<file path="src/rtl/arith_pkg.sv">
// Shared definitions for the arithmetic datapath blocks: the divider FSM state
// encoding, counter sizing and the divide-by-zero quotient pattern.
package arith_pkg;

  typedef enum logic [1:0] {
    IDLE = 2'd0,
    CALC = 2'd1,
    DONE = 2'd2
  } state_t;

  localparam int DIV_DEF_W = 4;
  localparam int DIV_MAX_W = 64;

  // Sliced to the operand width by each user.
  localparam logic [DIV_MAX_W-1:0] DIV0_QUOT = '1;

  function automatic int cnt_width(input int w);
    return $clog2(w + 1);
  endfunction

endpackage

</file>
<file path="src/rtl/div_sub_stage.sv">
// Width-extended ripple subtractor: {0,a} - {0,b} as an add of the inverted
// subtrahend with carry-in 1. The extra top sum bit is the borrow.
module div_sub_stage #(
  parameter int WIDTH = 4
) (
  input  logic [WIDTH-1:0] a,
  input  logic [WIDTH-1:0] b,
  output logic [WIDTH-1:0] diff,
  output logic             borrow
);

  logic [WIDTH:0] ax;
  logic [WIDTH:0] bx;
  logic [WIDTH:0] s;
  logic [WIDTH:0] c;

  assign ax   = {1'b0, a};
  assign bx   = ~{1'b0, b};
  assign c[0] = 1'b1;

  for (genvar i = 0; i < WIDTH; i++) begin : g_fa
    assign s[i]   = ax[i] ^ bx[i] ^ c[i];
    assign c[i+1] = (ax[i] & bx[i]) | (c[i] & (ax[i] ^ bx[i]));
  end

  // The carry out of the extension bit is never needed, only its sum.
  assign s[WIDTH] = ax[WIDTH] ^ bx[WIDTH] ^ c[WIDTH];

  assign diff   = s[WIDTH-1:0];
  assign borrow = s[WIDTH];

endmodule

</file>
<file path="src/rtl/seq_restoring_divider.sv">
// Sequential unsigned restoring divider, one trial subtract per clock, behind
// valid/ready handshakes on both the operand and the result side.
module seq_restoring_divider
  import arith_pkg::*;
#(
  parameter int WIDTH = DIV_DEF_W
) (
  input  logic             clk,
  input  logic             rst_n,
  input  logic             in_valid,
  output logic             in_ready,
  input  logic [WIDTH-1:0] dividend,
  input  logic [WIDTH-1:0] divisor,
  output logic             out_valid,
  input  logic             out_ready,
  output logic [WIDTH-1:0] quotient,
  output logic [WIDTH-1:0] remainder,
  output logic             div_by_zero
);

  localparam int CNT_W = cnt_width(WIDTH);

  state_t           state_q, state_d;
  logic [WIDTH-1:0] quo_q, quo_d;
  logic [WIDTH-1:0] rem_q, rem_d;
  logic [WIDTH-1:0] dvs_q, dvs_d;
  logic [CNT_W-1:0] cnt_q, cnt_d;
  logic             dbz_q, dbz_d;
  logic             in_ready_q, in_ready_d;
  logic             out_valid_q, out_valid_d;

  logic [WIDTH-1:0] rem_sh;
  logic [WIDTH-1:0] trial;
  logic             borrow;

  // The partial remainder never exceeds the dividend prefix, so the shifted
  // value always fits back into WIDTH bits.
  assign rem_sh = {rem_q[WIDTH-2:0], quo_q[WIDTH-1]};

  div_sub_stage #(
    .WIDTH(WIDTH)
  ) u_sub (
    .a     (rem_sh),
    .b     (dvs_q),
    .diff  (trial),
    .borrow(borrow)
  );

  always_comb begin
    state_d = state_q;
    quo_d   = quo_q;
    rem_d   = rem_q;
    dvs_d   = dvs_q;
    cnt_d   = cnt_q;
    dbz_d   = dbz_q;
    case (state_q)
      IDLE: begin
        if (in_valid) begin
          quo_d   = dividend;
          dvs_d   = divisor;
          rem_d   = '0;
          cnt_d   = '0;
          dbz_d   = (divisor == '0);
          state_d = CALC;
        end
      end
      CALC: begin
        if (dbz_q) begin
          // Zero divisor: one settle cycle, then the fixed result.
          quo_d   = DIV0_QUOT[WIDTH-1:0];
          rem_d   = quo_q;
          state_d = DONE;
        end else begin
          rem_d = borrow ? rem_sh : trial;
          quo_d = {quo_q[WIDTH-2:0], ~borrow};
          cnt_d = cnt_q + 1'b1;
          if (cnt_q == CNT_W'(WIDTH - 1)) begin
            state_d = DONE;
          end
        end
      end
      DONE: begin
        if (out_ready) begin
          state_d = IDLE;
        end
      end
      default: state_d = IDLE;
    endcase
    in_ready_d  = (state_d == IDLE);
    out_valid_d = (state_d == DONE);
  end

  always_ff @(posedge clk or negedge rst_n) begin
    if (!rst_n) begin
      state_q     <= IDLE;
      quo_q       <= '0;
      rem_q       <= '0;
      dvs_q       <= '0;
      cnt_q       <= '0;
      dbz_q       <= 1'b0;
      in_ready_q  <= 1'b1;
      out_valid_q <= 1'b0;
    end else begin
      state_q     <= state_d;
      quo_q       <= quo_d;
      rem_q       <= rem_d;
      dvs_q       <= dvs_d;
      cnt_q       <= cnt_d;
      dbz_q       <= dbz_d;
      in_ready_q  <= in_ready_d;
      out_valid_q <= out_valid_d;
    end
  end

  assign in_ready    = in_ready_q;
  assign out_valid   = out_valid_q;
  assign quotient    = quo_q;
  assign remainder   = rem_q;
  assign div_by_zero = dbz_q;

endmodule

</file>
<file path="config.mk">
export PLATFORM = sky130hd
export DESIGN_NAME = seq_restoring_divider
export DESIGN_NICKNAME = d
export VERILOG_FILES = /design/src/rtl/arith_pkg.sv /design/src/rtl/div_sub_stage.sv /design/src/rtl/seq_restoring_divider.sv
export SDC_FILE = /design/constraint.sdc
export NUM_CORES = 1
export LEC_CHECK = 0
export BUFFER_PORTS_ARGS = -buffer_cell sky130_fd_sc_hd__buf_2
export CAP_MARGIN = 10
export CORE_MARGIN = 8
export CORE_UTILIZATION = 49
export CTS_CLUSTER_SIZE = 14
export DETAILED_ROUTE_END_ITERATION = 6
export PLACE_DENSITY = 0.83
export SYNTH_ARGS = -nofsm -noshare
export SYNTH_HDL_FRONTEND = slang
export SYNTH_SLANG_ARGS = --single-unit
</file>
<file path="constraint.sdc">
create_clock -name clk -period 4.3 [get_ports clk]
set_input_delay 0.86 -clock clk [delete_from_list [all_inputs] [get_ports clk]]
set_output_delay 0.86 -clock clk [all_outputs]
set_load 0.03 [all_outputs]
</file>
Word-level counts from Yosys, hierarchy flattened
Index checks and enable logic that the tools add are counted.
{"block": "totals", "out_inout_bits": 11, "mem_bits_ro": 0, "ff_bits": 20, "wordCells": 59, "latchBits": 0, "mem_count": 0, "ram_bits": 0}
{"block": "classes", "n_eq_ne": 6, "n_bitwise": 22, "add_sub_neg": 1, "n_reduce_logical": 7, "n_mux": 15, "mul": 0, "div": 0, "n_shift": 0, "n_lt_le_gt_ge": 0}
{"operator": "$mux W4", "count": 5}
{"operator": "$pmux W4 S2", "count": 2}
{"operator": "$mux W2", "count": 4}
{"operator": "$xor A1 B1 Y1", "count": 8}
{"operator": "$and A1 B1 Y1", "count": 7}
{"operator": "$mux W3", "count": 2}
{"operator": "$pmux W2 S3", "count": 1}
{"operator": "$pmux W3 S2", "count": 1}
{"operator": "$not A4 Y5", "count": 1}
{"operator": "$eq A2 B2 Y1 const B", "count": 2}
{"operator": "$logic_not A2 Y1", "count": 2}
{"operator": "$logic_not A4 Y1", "count": 1}
{"operator": "$ne A2 B2 Y1 const B", "count": 2}
{"operator": "$or A1 B1 Y1", "count": 4}
{"operator": "$reduce_and A2 Y1", "count": 2}
{"operator": "$add A3 B1 Y3 const B", "count": 1}
{"operator": "$eq A3 B2 Y1 const B", "count": 1}
{"operator": "$reduce_and A3 Y1", "count": 1}
{"operator": "$eq A2 B1 Y1 const B", "count": 1}
{"operator": "$not A1 Y1", "count": 2}
{"operator": "$reduce_bool A2 Y1", "count": 1}

Longest topological paths before layout
{"block": "logic_depth", "depth_word": 13, "depth_mapped": 11}

Hierarchy
Synthesis repeated with hierarchy kept, for this count alone.
{"block": "hier_totals", "cells_unflattened": 96, "hier_area_um2": 1096.1}
{"module": "seq_restoring_divider", "seq_area_each_um2": 501.7, "instances": 1, "area_per_inst_um2": 989.7, "cells_each": 83}
{"module": "div_sub_stage", "seq_area_each_um2": 0.0, "instances": 1, "area_per_inst_um2": 106.4, "cells_each": 13}

Worst setup path before layout
Ideal clock, no wire load.
{"block": "synth_timing", "path_type": "reg-to-reg", "start": "reg quo_q[3] (netlist: quotient[3])", "end": "reg rem_q[1] (netlist: remainder[1])", "path_stages_with_launch": 12, "synth_period_minus_slack_ns": 2.405, "path_buffers": 1, "required_time_ns": 4.179, "t_arrival_ns": 2.284, "path_slack_ns": 1.895, "path_cell_list": "dfrtp_1 > inv_1 > ha_1 > inv_1 > fa_1 > fa_1 > inv_1 > fa_1 > buf_2 > mux2i_1 > o21ai_0 > a22o_1"}
{"block": "synth_between", "elab_chain_len": 12}
{"item": "start: declaration", "line_no": "seq_restoring_divider.sv:24", "text": "logic [WIDTH-1:0] quo_q, quo_d;"}
{"item": "start signal: assignment", "line_no": "seq_restoring_divider.sv:105", "text": "quo_q <= quo_d;"}
{"item": "$and A1 B1 Y1 / $xor A1 B1 Y1 (equally long branches)", "line_no": "div_sub_stage.sv:23", "text": "assign c[i+1] = (ax[i] & bx[i]) | (c[i] & (ax[i] ^ bx[i]));"}
{"item": "$or A1 B1 Y1 *", "line_no": "div_sub_stage.sv:23"}
{"item": "$and A1 B1 Y1", "line_no": "div_sub_stage.sv:23"}
{"item": "$or A1 B1 Y1", "line_no": "div_sub_stage.sv:23"}
{"item": "$and A1 B1 Y1", "line_no": "div_sub_stage.sv:23"}
{"item": "$or A1 B1 Y1", "line_no": "div_sub_stage.sv:23"}
{"item": "$and A1 B1 Y1", "line_no": "div_sub_stage.sv:23"}
{"item": "$or A1 B1 Y1", "line_no": "div_sub_stage.sv:23"}
{"item": "$xor A1 B1 Y1", "line_no": "div_sub_stage.sv:27", "text": "assign s[WIDTH] = ax[WIDTH] ^ bx[WIDTH] ^ c[WIDTH];"}
{"item": "$mux W4 *", "line_no": "seq_restoring_divider.sv:74", "text": "rem_d = borrow ? rem_sh : trial;"}
{"item": "$mux W4 *", "line_no": "seq_restoring_divider.sv:68", "text": "if (dbz_q) begin"}
{"item": "$pmux W4 S2 *", "line_no": "seq_restoring_divider.sv:56", "text": "case (state_q)"}
{"item": "end signal: assignment", "line_no": "seq_restoring_divider.sv:106", "text": "rem_q <= rem_d;"}
{"item": "end: declaration", "line_no": "seq_restoring_divider.sv:25", "text": "logic [WIDTH-1:0] rem_q, rem_d;"}
Every way passes the cells marked *; elsewhere a longest branch is shown, timed or not.
A chain may end at the register's enable or synchronous reset.

Final worst setup path
{"block": "layout_timing", "start": "reg quo_q[3] (netlist: quotient[3])", "end": "reg rem_q[2] (netlist: remainder[2])"}
{"block": "layout_between", "elab_chain_len": 12}
{"item": "$and A1 B1 Y1 / $xor A1 B1 Y1 (equally long branches)", "line_no": "div_sub_stage.sv:23"}
{"item": "$or A1 B1 Y1 *", "line_no": "div_sub_stage.sv:23"}
{"item": "$and A1 B1 Y1 *", "line_no": "div_sub_stage.sv:23"}
{"item": "$or A1 B1 Y1 *", "line_no": "div_sub_stage.sv:23"}
{"item": "$and A1 B1 Y1", "line_no": "div_sub_stage.sv:23"}
{"item": "$or A1 B1 Y1", "line_no": "div_sub_stage.sv:23"}
{"item": "$and A1 B1 Y1", "line_no": "div_sub_stage.sv:23"}
{"item": "$or A1 B1 Y1", "line_no": "div_sub_stage.sv:23"}
{"item": "$xor A1 B1 Y1", "line_no": "div_sub_stage.sv:27"}
{"item": "$mux W4 *", "line_no": "seq_restoring_divider.sv:74"}
{"item": "$mux W4 *", "line_no": "seq_restoring_divider.sv:68"}
{"item": "$pmux W4 S2 *", "line_no": "seq_restoring_divider.sv:56"}
Marks and branches as above.

==> results.py <==
metrics = {
    "clock_tree": {
        "clk_pin_slew_ns": 0.11,
        "clock-sinks": 20,
        "root_buffer": "clkbuf_4",
        "cts_made_buffers": 3,
        "cts_resized": 0,
        "cts_tree": "built",
        "clk_latency_ns": 0.30,
        "cts-htree-levels": 1,
        "hold_buffers": 0,
        "post_cts_buffers": 0,
        "clock_path_buffers": 2,
    },
    "synthesis": {
        "synthFlopType": "dfrtp_1",
        "synth_edf_count": 0,
        "synth_top_cell_area_share": 0.445,
        "synth_async_sr_flop_share": 1.00,
        "synth.area.top_cells": "dfrtp_1, fa_1, o21ai_0, a22o_1, nand2_1",
        "ys_types": 29,
        "synth_seq_cells": 20,
        "yosysTopAreaCell": "dfrtp_1",
        "seq_area_frac_synth": 0.470,
        "syn_area_sq_um": 1070,
        "synth_warnings": 0,
        "syn_avg_cell_area_sq_um": 10.6,
        "syn_inst": 101,
        "synthesis.nets": 119,
    },
    "pwr": {
        "p_leak_nw": 0.578,
        "powerDensity_nw_per_um2": 855,
        "max-vdd-ir-drop_uv": 441,
    },
    "floorplan": {
        "die_h_microns": 62.7,
        "ios": 23,
        "dieArea_sq_um": 3930,
        "rows": 17,
        "core-area_sq_um": 2130,
        "initial_utilization": 0.502,
        "dieWidth_microns": 62.7,
    },
    "sta": {
        "period_needed_ns": 2.46,
        "setup_viol": 0,
        "max_slew_margin": 0.589,
        "period_share": 0.573,
        "rsz0062_at_grt": "no",
        "slew_viol_final": 0,
        "finClkSkew_ns": 0.00229,
        "max_clock_freq_mhz": 406,
        "tightest_slew_ns": 0.615,
        "report.final.hold_viol_count": 0,
        "final.setup.tns_ns": 0,
    },
    "global_routing": {
        "grt_max_degree": 21,
        "grt_pass1_vias": 853,
        "grt_pass1_wl_microns": 3800,
        "grtUsageTotal": 0.117,
        "grt_antenna_before_repair": 0,
        "overflow": 0,
    },
    "layout": {
        "diodes": 0,
        "postLayoutCoreUtil": 0.566,
        "areaGrowthSynthToFinish_pct": 12.9,
        "drive_gt1_frac": 0.254,
        "fin_nets": 141,
    },
    "worst_setup_path": {
        "required_ns": 4.50,
        "regToRegSetupSlack_ns": 1.84,
        "worst-setup-path-type": "register to register",
        "path_buf_inv": 3,
        "worst_r2r_path_depth": 10,
        "worstPathCellList": "inv_1, ha_1, inv_1, fa_1, fa_1, inv_1, fa_1, mux2i_1, o21ai_0, a22o_1",
        "startpoint": "quotient[3]",
        "r2r-end": "remainder[2]",
        "endpoint_kind": "register",
        "cp_slowest_cell": "dfrtp_1",
        "path_max_fanout": 7,
        "cp-endpoint": "remainder[2]",
        "cp_num_cells": 10,
        "cp.arrival_ns": 2.66,
        "critPathTopFamily": "adder cells",
        "start_kind": "register",
        "slowest_delay_ns": 0.42,
        "regToRegStartpoint": "quotient[3]",
    },
    "route": {
        "firstDrtPassIters": 4,
        "drt-initial-drc-count": 22,
        "antenna_left": 0,
        "viasPerCell": 5.44,
        "routed_wl_microns": 2260,
        "drc": 0,
        "num_vias": 816,
        "avgRoutedWirePerCell_microns": 15.0,
    },
    "hold_path": {
        "hold_path.class": "primary input to asynchronous set/reset pin",
    },
    "flow_run": {
        "drv_cap": 0,
    },
    "place": {
        "io_buffers": 22,
        "hpwl_microns": 1720,
        "gp_congestion": 0.811,
    },
    "status": {
        "status": "finished clean",
    },
}
stage by stage:
step	setup slack, ns	cell area (sq um)	hold WS [ns]	total power, W	instances
floorplan	1.89	1070	0.473	0.000817	101
global placement	1.95	1180	0.488	0.000913	146
detailed placement	1.85	1180	0.500	0.000946	146
CTS	1.85	1200	0.497	0.00104	150
global route	1.65	1200	0.509	0.00112	150
finish	1.84	1200	0.488	0.00103	150
worst register-to-register path, cell delays in order, from the launching register on:
cell	delay, ns
dfrtp_1	0.42
inv_1	0.09
ha_1	0.15
inv_1	0.05
fa_1	0.37
fa_1	0.36
inv_1	0.08
fa_1	0.34
mux2i_1	0.21
o21ai_0	0.09
a22o_1	0.20
final cells by class:
class	instances	area, sq um
multi-input combinational	68	502
tap	28	35.0
inverter	8	30.0
sequential	20	502
fill	196	922
clock buffer	4	26.3
timing repair buffer	22	110
report_power, final:
group / switching, W / internal, W / total [W]
sequential: 0.0000922 / 0.000279 / 0.000371
combinational: 0.000327 / 0.000240 / 0.000567
clock: 0.0000563 / 0.0000362 / 0.0000925
synthesized netlist by cell type (2+ instances only):
| master | instances |
|---|---|
| a22o_1 | 6 |
| and2_1 | 2 |
| buf_2 | 3 |
| dfrtp_1 | 19 |
| fa_1 | 3 |
| ha_1 | 3 |
| inv_1 | 8 |
| mux2_4 | 2 |
| mux2i_1 | 2 |
| nand2_1 | 12 |
| nor2_1 | 8 |
| nor3_1 | 3 |
| o21ai_0 | 12 |
| o31ai_1 | 3 |
cell families after synthesis:
group / after synthesis / synth area share
AOI/OAI and AO/OA: 26 / 0.174
adders and majority gates: 6 / 0.0914
buffers and inverters: 13 / 0.0598
muxes: 5 / 0.0574
and+or+nand+nor: 31 / 0.148
DFF: 20 / 0.470
routing by layer:
layer  wire length [microns]  vias up  GRT usage
li1                        -      394          -
met1                    1020      390      0.141
met2                    1060       27      0.184
met3                     143        5     0.0412
met4                      34        0     0.0513
met5                       0        -          0
registers in the layout (all words and copies together) (netlist names):
register     flops
cnt_q            3
div_by_zero      1
dvs_q            4
in_ready         1
out_valid        1
quotient         4
remainder        4
state_q          2
cell usage in the layout, fill, tap and decap left out:
cell and instances:
nor2_1 8, nor3b_4 1, o21ai_0 12, nor3_1 3, a22o_1 6, nor2b_1 1
clkbuf_1 1, or3_1 1, inv_1 8, ha_1 3, clkbuf_4 3, fa_1 3
nand2b_1 1, nand2_1 12, buf_2 22, dfrtp_1 19, nand4bb_1 1, o21bai_4 1
mux2_2 1, nor4_1 1, dfstp_2 1, o31ai_1 3, a211oi_1 1, a21o_1 1
and2_1 2, mux2_4 2, o311ai_1 1, mux2i_1 2, o211ai_1 1
how the worst min path moves through the flow:
stage / endpoint / slack (ns) / depth (start not counted)
floorplan: cnt_q[2] / 0.47 / 1
global placement: cnt_q[2] / 0.49 / 1
detailed placement: cnt_q[2] / 0.50 / 1
CTS: cnt_q[2] / 0.50 / 1
global route: cnt_q[2] / 0.51 / 1
finish: quotient[1] / 0.49 / 1
Power figures use the tool's default switching activity.
